[src/rtl/fnd_scan_controller_pkg.sv]
// fnd_pkg: shared constants for the FND scan controller.
// Active-low 7-segment codes in {dp,g,f,e,d,c,b,a} order, the dp bit index,
// and the digit count of the multiplexed display.
package fnd_pkg;
    localparam int DIGITS = 4;
    localparam int DP_BIT = 7;
    localparam logic [7:0] SEG_0     = 8'hC0;
    localparam logic [7:0] SEG_1     = 8'hF9;
    localparam logic [7:0] SEG_2     = 8'hA4;
    localparam logic [7:0] SEG_3     = 8'hB0;
    localparam logic [7:0] SEG_4     = 8'h99;
    localparam logic [7:0] SEG_5     = 8'h92;
    localparam logic [7:0] SEG_6     = 8'h82;
    localparam logic [7:0] SEG_7     = 8'hF8;
    localparam logic [7:0] SEG_8     = 8'h80;
    localparam logic [7:0] SEG_9     = 8'h90;
    localparam logic [7:0] SEG_DASH  = 8'hBF;
    localparam logic [7:0] SEG_BLANK = 8'hFF;
endpackage

[src/rtl/fnd_scan_controller_digit_decoder.sv]
// fnd_digit_decoder: combinational BCD digit to active-low segment code.
// Ports: i_digit (0..9), i_dash (show '-'), i_blank (show nothing),
//        o_seg {dp,g,f,e,d,c,b,a} active-low, dp always off.
// Dash takes priority over blank.
module fnd_digit_decoder
    import fnd_pkg::*;
(
    input  logic [3:0] i_digit,
    input  logic       i_dash,
    input  logic       i_blank,
    output logic [7:0] o_seg
);
    logic [7:0] num;
    always_comb begin
        num = SEG_BLANK;
        case (i_digit)
            4'd0: num = SEG_0;
            4'd1: num = SEG_1;
            4'd2: num = SEG_2;
            4'd3: num = SEG_3;
            4'd4: num = SEG_4;
            4'd5: num = SEG_5;
            4'd6: num = SEG_6;
            4'd7: num = SEG_7;
            4'd8: num = SEG_8;
            4'd9: num = SEG_9;
            default: num = SEG_BLANK;
        endcase
        o_seg = i_dash ? SEG_DASH : (i_blank ? SEG_BLANK : num);
    end
endmodule

[src/rtl/fnd_scan_controller.sv]
// fnd_scan_controller: 4-digit multiplexed 7-segment driver for a packed time bus.
// Ports: clk, rst (sync, active-low), i_time_data {hour,min,sec,msec},
//        i_disp_sel (0 = sec.msec, 1 = hour.min),
//        o_fnd_com (active-low digit enables), o_fnd_data (active-low segments).
// Optional: define FND_LEADING_ZERO_BLANK_EN to blank a leading zero on digit 3.
module fnd_scan_controller
    import fnd_pkg::*;
#(
    parameter int F_CLK   = 100_000_000,
    parameter int SCAN_HZ = 1000
) (
    input  logic        clk,
    input  logic        rst,
    input  logic [31:0] i_time_data,
    input  logic        i_disp_sel,
    output logic [3:0]  o_fnd_com,
    output logic [7:0]  o_fnd_data
);
    localparam int SCAN_DIV = F_CLK / SCAN_HZ;
    localparam int CW = $clog2(SCAN_DIV);
    localparam int PW = $clog2(DIGITS);

    logic [CW-1:0] cnt_q, cnt_d;
    logic [PW-1:0] ptr_q, ptr_d;
    logic [31:0]   snap_time_q, snap_time_d;
    logic          snap_sel_q, snap_sel_d;
    logic [3:0]    com_q, com_d;
    logic [7:0]    data_q, data_d;

    logic          scan, frame_start, sel, oor, dp_on, blank;
    logic [31:0]   tim;
    logic [7:0]    field;
    logic [3:0]    digit;
    logic [7:0]    seg;

    fnd_digit_decoder u_dec (
        .i_digit (digit),
        .i_dash  (oor),
        .i_blank (blank),
        .o_seg   (seg)
    );

    always_comb begin
        scan        = cnt_q == CW'(SCAN_DIV - 1);
        frame_start = scan && ptr_q == '0;
        // Digit 0 decodes straight from the input being captured this edge.
        tim         = frame_start ? i_time_data : snap_time_q;
        sel         = frame_start ? i_disp_sel : snap_sel_q;
        field       = ptr_q[1] ? (sel ? tim[31:24] : tim[15:8])
                               : (sel ? tim[23:16] : tim[7:0]);
        oor         = field > 8'd99;
        digit       = ptr_q[0] ? 4'(field / 8'd10) : 4'(field % 8'd10);
`ifdef FND_LEADING_ZERO_BLANK_EN
        blank       = ptr_q == PW'(3) && digit == 4'd0;
`else
        blank       = 1'b0;
`endif
        // Half-second dp blink keyed to the snapshot's msec field.
        dp_on       = ptr_q == PW'(2) && tim[7:0] < 8'd50 && !oor;
        cnt_d       = scan ? '0 : cnt_q + 1'b1;
        ptr_d       = scan ? ptr_q + 1'b1 : ptr_q;
        snap_time_d = frame_start ? i_time_data : snap_time_q;
        snap_sel_d  = frame_start ? i_disp_sel : snap_sel_q;
        com_d       = scan ? ~(4'b0001 << ptr_q) : com_q;
        data_d      = scan ? (dp_on ? seg & ~(8'h01 << DP_BIT) : seg) : data_q;
    end

    always_ff @(posedge clk) begin
        if (!rst) begin
            cnt_q       <= '0;
            ptr_q       <= '0;
            snap_time_q <= '0;
            snap_sel_q  <= 1'b0;
            com_q       <= 4'hF;
            data_q      <= SEG_BLANK;
        end else begin
            cnt_q       <= cnt_d;
            ptr_q       <= ptr_d;
            snap_time_q <= snap_time_d;
            snap_sel_q  <= snap_sel_d;
            com_q       <= com_d;
            data_q      <= data_d;
        end
    end

    assign o_fnd_com  = com_q;
    assign o_fnd_data = data_q;
endmodule

[config.mk]
export PLATFORM = sky130hd
export DESIGN_NAME = fnd_scan_controller
export DESIGN_NICKNAME = d
export VERILOG_FILES = /design/src/rtl/fnd_scan_controller_pkg.sv /design/src/rtl/fnd_scan_controller_digit_decoder.sv /design/src/rtl/fnd_scan_controller.sv
export SDC_FILE = /design/constraint.sdc
export NUM_CORES = 1
export LEC_CHECK = 0
export BUFFER_PORTS_ARGS = -buffer_cell sky130_fd_sc_hd__buf_4
export CORE_AREA = 8 8 98 100
export CTS_CLUSTER_SIZE = 12
export DETAILED_ROUTE_END_ITERATION = 16
export DIE_AREA = 0 0 106 108
export MAX_ROUTING_LAYER = met4
export PLACE_DENSITY = 0.75
export SLEW_MARGIN = 0
export SYNTH_ARGS = -nofsm -noshare
export SYNTH_HDL_FRONTEND = slang
export SYNTH_SLANG_ARGS = --single-unit
export TNS_END_PERCENT = 5
[constraint.sdc]
create_clock -name clk -period 6.02 [get_ports clk]
set_input_delay 1.204 -clock clk [delete_from_list [all_inputs] [get_ports clk]]
set_output_delay 1.204 -clock clk [all_outputs]
set_load 0.02 [all_outputs]
Word level (Yosys, flattened, before mapping)

Memory sizes are Yosys's and may differ from the RTL's.
Cells that the tools add are included.

Memories kept: 1
Logic and storage cells: 32
Bits in registers: 64
Output and inout port bits: 12
Memory bits (read-only): 112
Input bits: 35

Magnitude comparators: 2
Muxes and demuxes: 8
Reductions and logical operators: 6
Shift-type cells: 1
Bitwise gates (word level): 2
Div/mod/pow operators: 2
$add $sub $neg: 2
Equal/unequal tests: 2

Memories:

| memory          | depth | bits a word | read ports | clocked after Yosys merged registers in | wr ports | line                                    | RTL |
|---|---|---|---|---|---|---|---|
| (no name shown) | 16    | 7           | 1          | 0                                       | 0        | fnd_scan_controller_digit_decoder.sv:16 | `case (i_digit)` |

Operators by type and width:

| kind                    | count |
|---|---|
| $mux W8                 | 5 |
| $mux W32                | 1 |
| $add A17 B1 Y17 const B | 1 |
| $eq A17 B17 Y1 const B  | 1 |
| $div A8 B4 Y8 const B   | 1 |
| $gt A8 B7 Y1 const B    | 1 |
| $lt A8 B6 Y1 const B    | 1 |
| $mod A8 B4 Y8 const B   | 1 |
| $mux W4                 | 1 |
| $not A4 Y4              | 1 |
| $shl A1 B2 Y4 const A   | 1 |
| $logic_and A1 B1 Y1     | 3 |
| $add A2 B1 Y2 const B   | 1 |
| $eq A2 B2 Y1 const B    | 1 |
| $logic_not A2 Y1        | 1 |
| $reduce_or A2 Y1        | 1 |
| $logic_not A1 Y1        | 1 |
| $mux W1                 | 1 |
| $not A1 Y1              | 1 |

Longest topological paths before layout

An unclocked memory read counts as a cell.

Depth in word-level cells: 10
Gate-level depth with buffers: 25
Gate-level depth less buffers: 22

Modules after synthesis

A second synthesis with hierarchy kept.

Cells, all modules: 492
Area total of the unflattened synthesis: 4292.9 µm²

By module, submodules not included:

| module              | instances | seq. area each (µm²) | cells each | area an instance (µm²) |
|---|---|---|---|---|
| fnd_scan_controller | 1         | 1281.2               | 460        | 4050.1 |
| fnd_digit_decoder   | 1         | 0.0                  | 32         | 242.7 |

Worst setup path before layout

No wires, ideal clock.

Path type: input-to-reg
From: in i_disp_sel
To: reg data_q[4] (netlist: o_fnd_data[4])
Arrival time: 5735 ps
Data required time: 5962 ps
Path buffers: 3
Stages: 24
Library setup time: 58 ps
Slack: 226 ps
Cell sequence: buf_2 buf_4 buf_2 mux2i_1 nand2_1 o21ai_0 o22ai_1 nand2_1 o21ai_0 a221oi_1 o21a_1 ha_1 nand2_1 a21oi_1 o31ai_1 a31oi_1 o21ai_0 a2111oi_0 nor4b_2 inv_1 ha_1 mux2_4 mux2i_1 o22a_1

Cells in the longest elaborated chain, start to end: 8
Elaborated cells on any way between the ends: 11
Those cells by class: div: 2; order compare: 1; mux: 7; memory: 1

Ends and longest elaborated chain:

| what                                                  | line                                                 | RTL |
|---|---|---|
| from (decl)                                           | fnd_scan_controller.sv:15                            | `input logic i_disp_sel,` |
| $mux W1 *                                             | -                                                    |  |
| $mux W8 (on tied branches)                            | fnd_scan_controller.sv:50, fnd_scan_controller.sv:49 |  |
| $mux W8 *                                             | fnd_scan_controller.sv:49                            | `field = ptr_q[1] ? (sel ? tim[31:24] : tim[15:8])` |
| $mod A8 B4 Y8 / $div A8 B4 Y8 (equally long branches) | fnd_scan_controller.sv:52                            | `digit = ptr_q[0] ? 4'(field / 8'd10) : 4'(field % 8'd10);` |
| $mux W4                                               | fnd_scan_controller.sv:52                            |  |
| $mem_v2 Z16 W7                                        | -                                                    |  |
| $mux W8 *                                             | fnd_scan_controller_digit_decoder.sv:29              | `o_seg = i_dash ? SEG_DASH : (i_blank ? SEG_BLANK : num);` |
| $mux W8 *                                             | fnd_scan_controller.sv:65                            | `data_d = scan ? (dp_on ? seg & ~(8'h01 << DP_BIT) : seg) : data_q;` |
| to (signal assigned)                                  | fnd_scan_controller.sv:82                            | `data_q <= data_d;` |
| to (decl)                                             | fnd_scan_controller.sv:28                            | `logic [7:0] data_q, data_d;` |

Mark *: on every way between the ends. The rest lies on a longest branch, timed or not.
A chain may end at the register's enable or synchronous reset.

Worst setup path after layout

From: reg cnt_q[0]
To: reg data_q[0] (netlist: o_fnd_data[0])

Cells in the longest elaborated chain, start to end: 10
Elaborated cells on any way between the ends: 14
Those cells by class: div: 2; order compare: 1; eq/ne: 1; mux: 8; reduce/logical: 1; memory: 1

Ends and longest elaborated chain:

| what                                                  | line                                                 | RTL |
|---|---|---|
| from (decl)                                           | fnd_scan_controller.sv:23                            | `logic [CW-1:0] cnt_q, cnt_d;` |
| from (signal assigned)                                | fnd_scan_controller.sv:77                            | `cnt_q <= cnt_d;` |
| $eq A17 B17 Y1 *                                      | fnd_scan_controller.sv:44                            | `scan = cnt_q == CW'(SCAN_DIV - 1);` |
| $logic_and A1 B1 Y1                                   | fnd_scan_controller.sv:45                            | `frame_start = scan && ptr_q == '0;` |
| $mux W32 / $mux W1 (equally long branches)            | -                                                    |  |
| $mux W8 (on tied branches)                            | fnd_scan_controller.sv:50, fnd_scan_controller.sv:49 |  |
| $mux W8                                               | fnd_scan_controller.sv:49                            |  |
| $mod A8 B4 Y8 / $div A8 B4 Y8 (equally long branches) | fnd_scan_controller.sv:52                            |  |
| $mux W4                                               | fnd_scan_controller.sv:52                            |  |
| $mem_v2 Z16 W7                                        | -                                                    |  |
| $mux W8                                               | fnd_scan_controller_digit_decoder.sv:29              |  |
| $mux W8                                               | fnd_scan_controller.sv:65                            |  |

Marked as above.

==> flow_summary.json <==
{
  "status": "finished clean",
  "synthArstFlopShare_pct": 0,
  "yosysWarnings": 0,
  "post-route-util_pct": 60.6,
  "synth_ff_type": "dfxtp_1",
  "worstSetupEndpointType": "flip-flop",
  "htreeDepth": 3,
  "min_path_type": "flip-flop to flip-flop",
  "grt_max_degree": 46,
  "cts_made_buffers": 9,
  "rows": 33,
  "cts_buffer_depth": 2,
  "setup_tns_ps": 0,
  "setup_slack_ps": 429,
  "yosysSeqAreaShare_pct": 30.5,
  "worstPathRequired_ps": 6250,
  "syn_to_final_growth_pct": 16.2,
  "hold_viol_final": 0,
  "grt_pass1_vias": 3866,
  "detail_route.wl_per_cell_um": 16.7,
  "timing.rr.end": "o_fnd_data[0]",
  "max_slew_margin_pct": 44.4,
  "rr_startpoint": "cnt_q[0]",
  "grt_pass1_wl_um": 18100,
  "drt-vias-per-instance": 5.82,
  "syn-num-nets": 540,
  "synth_fa_ha_area_share_pct": 4.14,
  "dr.pass1.iters": 4,
  "diodes": 0,
  "layout_common_cells": "nand2_1 (99), dfxtp_1 (64), buf_4 (62)",
  "synth_compound_area_share_pct": 17.7,
  "placed_cells": 629,
  "start_util_pct": 52.1,
  "pwr-share-comb_pct": 5.9,
  "synthCells": 492,
  "cap_violations": 0,
  "report.final.slew_viol_count": 0,
  "drc": 0,
  "worst_r2r_path_depth": 21,
  "fin_crit_ps": 5590,
  "num-nets-final": 584,
  "r2r_slack_ps": 430,
  "place_congestion": 0.942,
  "cts.sinks": 64,
  "finalNonFillerCells": 646,
  "synth-xor-area-share_pct": 2.71,
  "holdBufCountCts": 0,
  "cts_resized": 0,
  "cp.arrival_ps": 5820,
  "io_pins": 47,
  "drt_iter0_markers": 226,
  "syn_area_um2": 4200,
  "synth_edf_count": 0,
  "tightest_slew_ps": 833,
  "start_kind": "flip-flop",
  "netSwitchingFraction_pct": 23.6,
  "p_int_mw": 0.641,
  "grt_use_total_pct": 19.8,
  "rsz0062_at_grt": "false",
  "setup_violations": 0,
  "hold_start": "snap_time_q[16]",
  "nFillCells": 732,
  "hpwl_um": 7800,
  "synth_top_family_by_area": "simple AND/OR/NAND/NOR gates",
  "portBuffers": 46,
  "antenna_found_initial": 0,
  "drive_above_1_share_pct": 22.6,
  "criticalPathCategory": "flip-flop to flip-flop",
  "p_leak_nw": 1.85,
  "p_per_area_nw_per_um2": 172,
  "pre_cts_ws_ps": -14.8,
  "clkPwrFrac_pct": 43.3,
  "vias": 3762,
  "clkLatencyLatePin_ps": 350,
  "path_clk_slew_ps": 80,
  "route.antenna.remaining_nets": 0,
  "muxShareOfSynthArea_pct": 17.0,
  "critPathMaxFanout": 12,
  "cts_setup_buffers": 0,
  "p_switching_mw": 0.198,
  "fp.dieH_um": 108,
  "totalWireLength_um": 10800,
  "min_period_over_period_pct": 92.9,
  "design.core.area_um2": 8050,
  "synth.avg_cell_area_um2": 8.53,
  "fmax_mhz": 179,
  "root_buffer": "clkbuf_8",
  "ir_drop_mv": 0.115,
  "yosys_register_bits": 64,
  "skew_ps": 9.48,
  "yosys.area_share.simple_pct": 23.4,
  "min_path_cells": 2,
  "die_area_um2": 11400,
  "die_w_um": 106,
  "layout_commonest_cell": "nand2_1",
  "cts_tree": "built",
  "yosys.cell_types.count": 69,
  "min_to": "snap_time_q[16]",
  "seq_power_share_pct": 50.8,
  "grt-ovfl-total": 0
}
[routing by layer]
metal	track usage [%]	vias to the layer above	part of all wire, %
li1	-	1859	-
met1	22.6	1805	44
met5	-	-	0
met4	8.04	0	2.0
met2	33.4	82	50
met3	4.16	16	4.2
[worst max path at each step]
| stage | from | end | slack [ps] |
|---|---|---|---|
| after floorplan | i_disp_sel | o_fnd_data[4] | 230 |
| after CTS | cnt_q[0] | o_fnd_data[0] | 130 |
| after detailed placement | i_disp_sel | o_fnd_data[0] | -10 |
| after global routing | cnt_q[0] | o_fnd_data[4] | 8 |
| after global placement | i_disp_sel | o_fnd_data[0] | 180 |
| final | cnt_q[0] | o_fnd_data[0] | 430 |
[per-stage QoR]
stage                     total power [mW]  hold WS (ps)  instance area (um2)
final                                0.839           460                 4880
after global routing                 0.871           485                 4880
after CTS                            0.845           463                 4830
after detailed placement             0.486           447                 4640
after global placement               0.484           442                 4640
after floorplan                      0.459           426                 4200
[flip-flops by register name, indices dropped and copies added, names as in the netlist]
register	flops
ptr_q	2
o_fnd_com	4
snap_time_q	32
o_fnd_data	8
snap_sel_q	1
cnt_q	17
[worst max-delay path, stage by stage, from the launching register on]
cell and delay [ps]:
dfxtp_1 370, ha_1 210, and4_1 310, and4_4 290, and2_4 290, mux4_2 670, nand2_1 150, o21ai_0 80
a221oi_1 280, o21a_1 300, ha_1 280, nand2_1 70, nor3_1 150, a31oi_1 110, nor3b_4 200, xnor2_1 290
inv_1 80, ha_1 300, a311o_2 440, and2_1 190, a2111oi_1 330, nor3_1 80
[area by class of cell]
type / count / area [um2] / share of cell area (%)
sequential: 64 / 1280 / 26.3
inverter: 10 / 37.5 / 0.769
multi-input combinational: 389 / 2780 / 56.9
tap: 105 / 131 / 2.69
timing repair buffer: 62 / 465 / 9.54
clock inverter: 6 / 60.1 / 1.23
clock buffer: 10 / 128 / 2.62
[power by group through the flow]
stage          registers, mW  clock network [mW]  logic (mW)
4_1_cts                0.426               0.369      0.0499
3_3_place_gp           0.436                   0      0.0484
5_1_grt                0.427               0.390      0.0541
3_5_place_dp           0.436                   0      0.0495
2_1_floorplan          0.436                   0      0.0233
6_report               0.426               0.363      0.0497
[cells in the mapped netlist (3+ instances only)]
cell type	instances	area [um2]
a2111oi_0	3	26.3
a211oi_1	5	37.5
a21boi_0	32	240
a21oi_1	12	60.1
a221oi_1	3	26.3
a31oi_1	5	31.3
and2_1	7	43.8
and3_1	3	18.8
buf_2	9	45.0
buf_6	3	33.8
clkbuf_1	17	63.8
dfxtp_1	64	1280
ha_1	13	163
inv_1	8	30.0
mux2_2	17	191
mux2i_1	29	290
mux4_2	9	203
nand2_1	99	372
nand3_1	8	40.0
nand4_1	10	62.6
nor2_1	34	128
nor2b_1	5	31.3
nor3_1	10	50.1
o211ai_1	3	22.5
o21ai_0	16	80.1
o311ai_0	3	26.3
or3_1	5	31.3
xnor2_1	4	35.0
xor2_1	9	78.8
[kinds of logic after synthesis]
family	after synthesis
flops	64
buf+inv	40
compound gates	103
xor+xnor	13
simple gates	201
fa+ha+maj	14
mux	57
Power figures use the tool's default switching activity.
